File: src/rtl/wb_arbiter.sv
// wb_arbiter: merges ALU results and queued load results onto one registered
// register-file write port, with a bounded wait for queued loads.
module wb_arbiter #(
    parameter int DEPTH        = 4,
    parameter int STARVE_LIMIT = 8
) (
    input  logic                     clk,
    input  logic                     rst,
    input  logic                     alu_valid,
    input  logic [4:0]               alu_waddr,
    input  logic [31:0]              alu_wdata,
    output logic                     alu_stall,
    input  logic                     mem_valid,
    output logic                     mem_ready,
    input  logic [4:0]               mem_waddr,
    input  logic [31:0]              mem_wdata,
    output logic                     we,
    output logic [4:0]               waddr,
    output logic [31:0]              wdata,
    input  logic [4:0]               chk_addr,
    output logic                     chk_pending,
    output logic [$clog2(DEPTH):0]   fifo_count
);
    localparam int AW = $clog2(DEPTH);
    localparam int CW = AW + 1;

    logic [4:0]    fifo_addr_q [DEPTH];
    logic [31:0]   fifo_data_q [DEPTH];
    logic [AW-1:0] rd_ptr_q, rd_ptr_d;
    logic [AW-1:0] wr_ptr_q, wr_ptr_d;
    logic [CW-1:0] count_q, count_d;
    logic [7:0]    starve_q, starve_d;
    logic          we_q, we_d;
    logic [4:0]    waddr_q, waddr_d;
    logic [31:0]   wdata_q, wdata_d;
    logic          alu_eff, fifo_ne, grant_fifo, push, pop;

    // Load handshake: a transfer happens on a rising edge where mem_valid and
    // mem_ready are both high; mem_ready depends only on registered occupancy.
    assign fifo_ne    = (count_q != '0);
    assign alu_stall  = (starve_q == 8'(STARVE_LIMIT));
    assign mem_ready  = !rst && (count_q < CW'(DEPTH));
    assign alu_eff    = alu_valid && (alu_waddr != 5'd0) && !alu_stall;
    assign grant_fifo = fifo_ne && !alu_eff;
    assign pop        = grant_fifo;
    assign push       = mem_valid && mem_ready && (mem_waddr != 5'd0);

    always_comb begin
        we_d    = 1'b0;
        waddr_d = waddr_q;
        wdata_d = wdata_q;
        if (alu_eff) begin
            we_d    = 1'b1;
            waddr_d = alu_waddr;
            wdata_d = alu_wdata;
        end else if (grant_fifo) begin
            we_d    = 1'b1;
            waddr_d = fifo_addr_q[rd_ptr_q];
            wdata_d = fifo_data_q[rd_ptr_q];
        end
    end

    always_comb begin
        rd_ptr_d = pop  ? rd_ptr_q + AW'(1) : rd_ptr_q;
        wr_ptr_d = push ? wr_ptr_q + AW'(1) : wr_ptr_q;
        count_d  = count_q;
        if (push && !pop) begin
            count_d = count_q + CW'(1);
        end else if (pop && !push) begin
            count_d = count_q - CW'(1);
        end
    end

    // The counter only runs while a head exists and keeps losing to the ALU.
    always_comb begin
        starve_d = starve_q;
        if (pop || !fifo_ne) begin
            starve_d = '0;
        end else if (starve_q != 8'(STARVE_LIMIT)) begin
            starve_d = starve_q + 8'd1;
        end
    end

    always_comb begin
        chk_pending = 1'b0;
        for (int i = 0; i < DEPTH; i++) begin
            if (({1'b0, AW'(AW'(i) - rd_ptr_q)} < count_q) &&
                (fifo_addr_q[i] == chk_addr) && (chk_addr != 5'd0)) begin
                chk_pending = 1'b1;
            end
        end
    end

    always_ff @(posedge clk or posedge rst) begin
        if (rst) begin
            rd_ptr_q <= '0;
            wr_ptr_q <= '0;
            count_q  <= '0;
            starve_q <= '0;
            we_q     <= 1'b0;
            waddr_q  <= '0;
            wdata_q  <= '0;
        end else begin
            rd_ptr_q <= rd_ptr_d;
            wr_ptr_q <= wr_ptr_d;
            count_q  <= count_d;
            starve_q <= starve_d;
            we_q     <= we_d;
            waddr_q  <= waddr_d;
            wdata_q  <= wdata_d;
        end
    end

    // Entry storage needs no reset; validity comes from the pointers.
    always_ff @(posedge clk) begin
        if (push) begin
            fifo_addr_q[wr_ptr_q] <= mem_waddr;
            fifo_data_q[wr_ptr_q] <= mem_wdata;
        end
    end

    assign we         = we_q;
    assign waddr      = waddr_q;
    assign wdata      = wdata_q;
    assign fifo_count = count_q;
endmodule
File: config.mk
export PLATFORM = sky130hd
export DESIGN_NAME = wb_arbiter
export DESIGN_NICKNAME = d
export VERILOG_FILES = /design/src/rtl/wb_arbiter.sv
export SDC_FILE = /design/constraint.sdc
export NUM_CORES = 1
export LEC_CHECK = 0
export CAP_MARGIN = 15
export CORE_AREA = 2 2 132 134
export CTS_BUF_LIST = sky130_fd_sc_hd__clkbuf_8
export CTS_CLUSTER_DIAMETER = 200
export DETAILED_ROUTE_END_ITERATION = 8
export DIE_AREA = 0 0 134 136
export GPL_TIMING_DRIVEN = 0
export HOLD_SLACK_MARGIN = 0.03
export PLACE_DENSITY_LB_ADDON = 0.25
export SETUP_SLACK_MARGIN = 0.2
export SYNTH_ARGS = -nofsm -noshare
export SYNTH_HDL_FRONTEND = slang
export SYNTH_SLANG_ARGS = --single-unit
File: constraint.sdc
create_clock -name clk -period 2.9 [get_ports clk]
set_input_delay 0.435 -clock clk [delete_from_list [all_inputs] [get_ports clk]]
set_output_delay 0.435 -clock clk [all_outputs]
set_load 0.03 [all_outputs]
Word level (Yosys, flattened, before mapping):

Memory sizes are Yosys's and may differ from the RTL's.
Index checks and enable logic that the tools add are counted.

* bits in registers: 53
* bits in writable memories: 148
* bits of input ports: 83
* output and inout bits: 44
* word-level logic and storage cells: 75
* memories kept: 2

Memory list
* fifo_data_q: words 4, bits a word 32, rd ports 1, clocked after Yosys merged registers in 0, wr ports 1, RTL line 28 `logic [31:0] fifo_data_q [DEPTH];`
* fifo_addr_q: words 4, bits a word 5, rd ports 5, clocked after Yosys merged registers in 0, wr ports 1, RTL line 27 `logic [4:0] fifo_addr_q [DEPTH];`

* $add $sub $neg: 9
* magnitude comparators: 5
* equality and inequality tests: 6
* mux-type cells: 16
* reductions and logical operators: 30

Operators by type and width (number)
* $mux 32: 2
* $eq 5x5->1: 4
* $logic_and 1x1->1: 16
* $mux 8: 2
* $reduce_bool 5->1: 3
* $lt 2x3->1: 4
* $mux 5: 2
* $add 8x1->8 const B: 1
* $eq 8x4->1 const B: 1
* $mux 1: 8
* $ne 8x4->1 const B: 1
* $logic_not 1->1: 6
* $mux 3: 2
* $reduce_bool 2->1: 3
* $add 2x1->2 const B: 2
* $sub 1x2->2 const A: 2
* $sub 2x2->2 const A: 2
* $add 3x1->3 const B: 1
* $lt 3x3->1 const B: 1
* $reduce_bool 3->1: 1
* $sub 3x1->3 const B: 1
* $logic_or 1x1->1: 1

Depth between registers and ports, before layout:

* depth after elaboration: 8
* mapped depth: 12
* gate-level depth less buffers: 12

Worst setup path before layout:

No wires, ideal clock.

* path kind: flip-flop to flip-flop
* start point: register count_q[2], in the netlist fifo_count[2]
* end point: memory fifo_addr_q[2][0] (enable)
* setup time: 0.398 ns
* data arrival time: 2.475 ns
* data required time: 2.502 ns
* setup slack: 0.027 ns
* cell stages (with the launch flop): 5
* path buffers: 0
* cell sequence: dfrtp_1 > nor2_1 > nand2_1 > a21oi_1 > and2_1

* cells in the longest elaborated chain, start to end: 6

RTL lines
* start, declared: RTL line 31 `logic [CW-1:0] count_q, count_d;`
* start signal, assigned: RTL line 106 `count_q <= count_d;`
* $lt 3x3->1: RTL line 42 `assign mem_ready = !rst && (count_q < CW'(DEPTH));`
* $logic_and 1x1->1: RTL line 42
* via mem_ready: RTL line 14 `output logic mem_ready,`
* $logic_and 1x1->1 (2 in series): RTL line 46 `assign push = mem_valid && mem_ready && (mem_waddr != 5'd0);`
* via push: RTL line 36 `logic alu_eff, fifo_ne, grant_fifo, push, pop;`
* $mux 1: RTL line 116 `if (push) begin`
* $mux 1 (implied by the code): RTL line 117 `fifo_addr_q[wr_ptr_q] <= mem_waddr;`
* end, declared: RTL line 27

The timed path passes the listed nets, and every way through them passes these cells.

Final worst setup path:

* start point: register rd_ptr_q[0]
* end point: output chk_pending

* cells in the longest elaborated chain, start to end: 8
* elaborated cells on any way between the ends: 20
* those cells by class: add/sub (4); order compare (4); mux (4); reduce/logical (8)

RTL lines
* start, declared: RTL line 29 `logic [AW-1:0] rd_ptr_q, rd_ptr_d;`
* start signal, assigned: RTL line 104 `rd_ptr_q <= rd_ptr_d;`
* $sub 1x2->2: RTL line 87 `if (({1'b0, AW'(AW'(i) - rd_ptr_q)} < count_q) &&`
* $lt 2x3->1: RTL line 87
* $logic_and 1x1->1: RTL line 87
* $logic_and 1x1->1: RTL line 88 `(fifo_addr_q[i] == chk_addr) && (chk_addr != 5'd0)) begin`
* $mux 1 (3 in series): RTL line 87
* $mux 1 (*): RTL line 87
* end, declared: RTL line 21 `output logic chk_pending,`

Mark *: on every way between the ends. The rest lies on a longest branch, timed or not.

==> out/results.txt <==
outcome = finished clean
Cell Rows = 48
Async S/R FF share, synth = 26.4%
largest cells by area after synthesis = edfxtp_1 54%, dfrtp_1 16%, mux4_2 10%, mux2i_1 4.5%, xor2_1 2.0%
clk buf depth = 3
crit path launch type = flip-flop
depth of the worst register-to-register path = 10
clock skew = 0.0181 ns
largest stage delay on the critical path = 0.39 ns
Post-synth EDFFs = 148
pre-CTS setup slack = -0.468 ns
Worst-path clk slew = 0.06 ns
register area = 0.00577 mm²
fin cells = 907
top-count cell post-synth = edfxtp_1
CTS sink count = 201
RSZ-0062 raised after global routing = true
DR pass1 iterations = 4
core footprint = 0.0169 mm²
later-pin clock latency in the skew report = 0.50 ns
fin crit share = 93.2%
Seq cells post-synth = 201
final wirelength = 18000 µm
Setup WS post-layout = 0.196 ns
routability cong. = 0.821
Seq/Total Area, Yosys = 69.9%
Via-to-Cell Ratio = 5.30
setup violators final = 0
# placed instances = 836
critical path class = reg -> out
TritonCTS clock tree = done
min Tclk post-route = 2.70 ns
Antenna Nets Post-Route = 0
Distinct cells, synth = 38
r2r endpoint = fifo_count[1]
CTS Hold Bufs = 0
Die W = 134 µm
initial antenna violation count = 0
# fillers = 1241
met1 Use GR = 26.0%
global route overflow = 0
Critical R2R Launch = starve_q[1]
Data arrival, critical path = 2.27 ns
residual DRC count = 0
CP endpoint kind = output pin
vias in the first global route = 5146
first-pass GRT wire length = 27700 µm
Slew HR = 54.2%
Max-Cap Viols = 0
root buffer cell = clkbuf_8
multi-input combinational cell area = 0.00241 mm²
syn_nets = 584
average size of a mapped cell = 16.9 µm²
IO Pins = 127
worst reg2reg setup slack = 0.34 ns
Yosys top cell by area = edfxtp_1
H-tree depth = 2
Final Max Slew Viols = 0
worst-margin pin slew = 0.687 ns
main flop type after synthesis = edfxtp_1
Chip Height = 136 µm
share of post-route cells with drive strength above 1 = 18.8%
Required @ worst endpoint = 2.47 ns
synthesized area = 0.00826 mm²
Yosys warning total = 0
Synth top area share = 53.8%
P_leak = 4.10 nW
f_max = 370 MHz
number of diodes = 0
maximum vdd ir drop = 415 µV
final instance area = 0.0107 mm²
WL per Instance = 19.8 µm
most used routing layer in global routing = met2
final hold viol count = 0
GRT Resource Usage Total = 20.3%
DR vias = 4805
Initial Util = 48.9%
Synth top cells by count = 148 x edfxtp_1, 53 x dfrtp_1, 41 x nand2_1, 37 x mux2i_1, 37 x mux4_2
largest net degree at the start of global routing = 38
starting DRC count in detailed routing = 234
Setup TNS = 0 ns
Tightest Hold Check Type = in -> async
area grow syn2layout = 29.2%
met2 Use GR = 34.5%
met3 GRT Util = 4.29%
TritonCTS buffer count = 34
Synth Instances = 489
Port Buffers = 121
# nets final = 752
worst-path cell chain = buf_8 -> buf_12 -> xnor2_4 -> ha_1 -> a221oi_2 -> a21oi_1 -> a21oi_2 -> buf_6
Max FO, Critical Path = 3
HPWL after detailed placement = 11600 µm
Crit-path slowest cell = dfrtp_1
pwr/cell area = 893 mW/mm²
Die ar. = 0.0182 mm²
Placed Area = 0.00978 mm²
==> worst max-delay path, delay by kind of cell, from the launching register on <==
family,cells,cell delay [ns]
AO/OA/AOI/OAI,3,0.56
XOR/XNOR,1,0.12
adder cells (fa/ha/maj),1,0.29
buffers and inverters,3,0.41
flip-flops,1,0.39
==> registers in the layout, summed over array words and instances, names as in the netlist <==
register and flops:
fifo_addr_q 20, wr_ptr_q 2, wdata 32, starve_q 8
fifo_data_q 128, waddr 5, we 1, rd_ptr_q 2
fifo_count 3
==> cells by family (layout without fill, tap and decap cells) <==
logic type                 count (synthesis)  in the layout  synth area share, %
AOI/OAI and AO/OA                         49             49                 3.36
xor gates and xnor gates                  33             33                 3.59
adders and majority gates                 12             12                 1.91
buffers and inverters                     39            232                 2.09
DFF                                      201            201                 69.9
muxes                                     75             75                 14.7
and+or+nand+nor                           80             80                 4.45
==> report_power, final <==
| part | internal (W) | switching, W |
|---|---|---|
| Sequential | 0.00349 | 0.000229 |
| Clock | 0.00144 | 0.00106 |
| Combinational | 0.00162 | 0.00169 |
==> timing repair <==
item | CTS | global route
setup buffers | 1 | 9
gates resized for setup | 29 | 14
setup endpoints to repair | 150 | 3
pin swaps | 3 | 8
==> placed cells by master, fill, tap and decap left out, drive strengths merged, types with 6 or more instances in the layout <==
| cell | count |
|---|---|
| xor2 | 19 |
| a21oi | 6 |
| mux2i | 37 |
| mux4 | 37 |
| dfrtp | 53 |
| ha | 11 |
| buf | 26 |
| clkbuf | 50 |
| nand2 | 41 |
| o21ai | 38 |
| xnor2 | 14 |
| inv | 29 |
| clkdlybuf4s50 | 119 |
| nor2 | 12 |
| edfxtp | 148 |
==> area by class of cell <==
cell class / count / area share, %
Timing Repair Buffer: 132 / 12.3
Tap cell: 225 / 2.64
Sequential cell: 201 / 54.1
Clock inverter: 24 / 1.63
Inverter: 12 / 0.422
Buffer: 27 / 1.59
Clock buffer: 37 / 4.77
Multi-Input combinational cell: 249 / 22.6
==> worst max path at each step <==
| stage | from | end | cells past startpoint |
|---|---|---|---|
| after floorplan | fifo_count[2] | fifo_count[2] | 9 |
| after global placement | rd_ptr_q[1] | chk_pending | 8 |
| after detailed placement | rd_ptr_q[1] | chk_pending | 8 |
| after CTS | rd_ptr_q[0] | chk_pending | 9 |
| after global routing | rd_ptr_q[1] | chk_pending | 8 |
| final | rd_ptr_q[0] | chk_pending | 8 |
==> through the flow <==
step           utilization (%)  hold WS, ns  total power (W)
4_1_cts                   62.4        0.370          0.00943
6_report                  63.2        0.390          0.00952
3_5_place_dp              57.9        0.531          0.00678
2_1_floorplan                -        0.488          0.00571
3_3_place_gp              57.8        0.512          0.00668
5_1_grt                   63.2        0.398          0.00998
==> layer usage <==
metal / vias up / part of all wire, % / wire length, µm
li1: 2196 / - / -
met1: 2425 / 41 / 7410
met2: 151 / 51 / 9210
met3: 33 / 5.1 / 923
met4: 0 / 2.4 / 425
met5: - / 0 / 0
No activity file was read; power rests on OpenSTA's default activity.
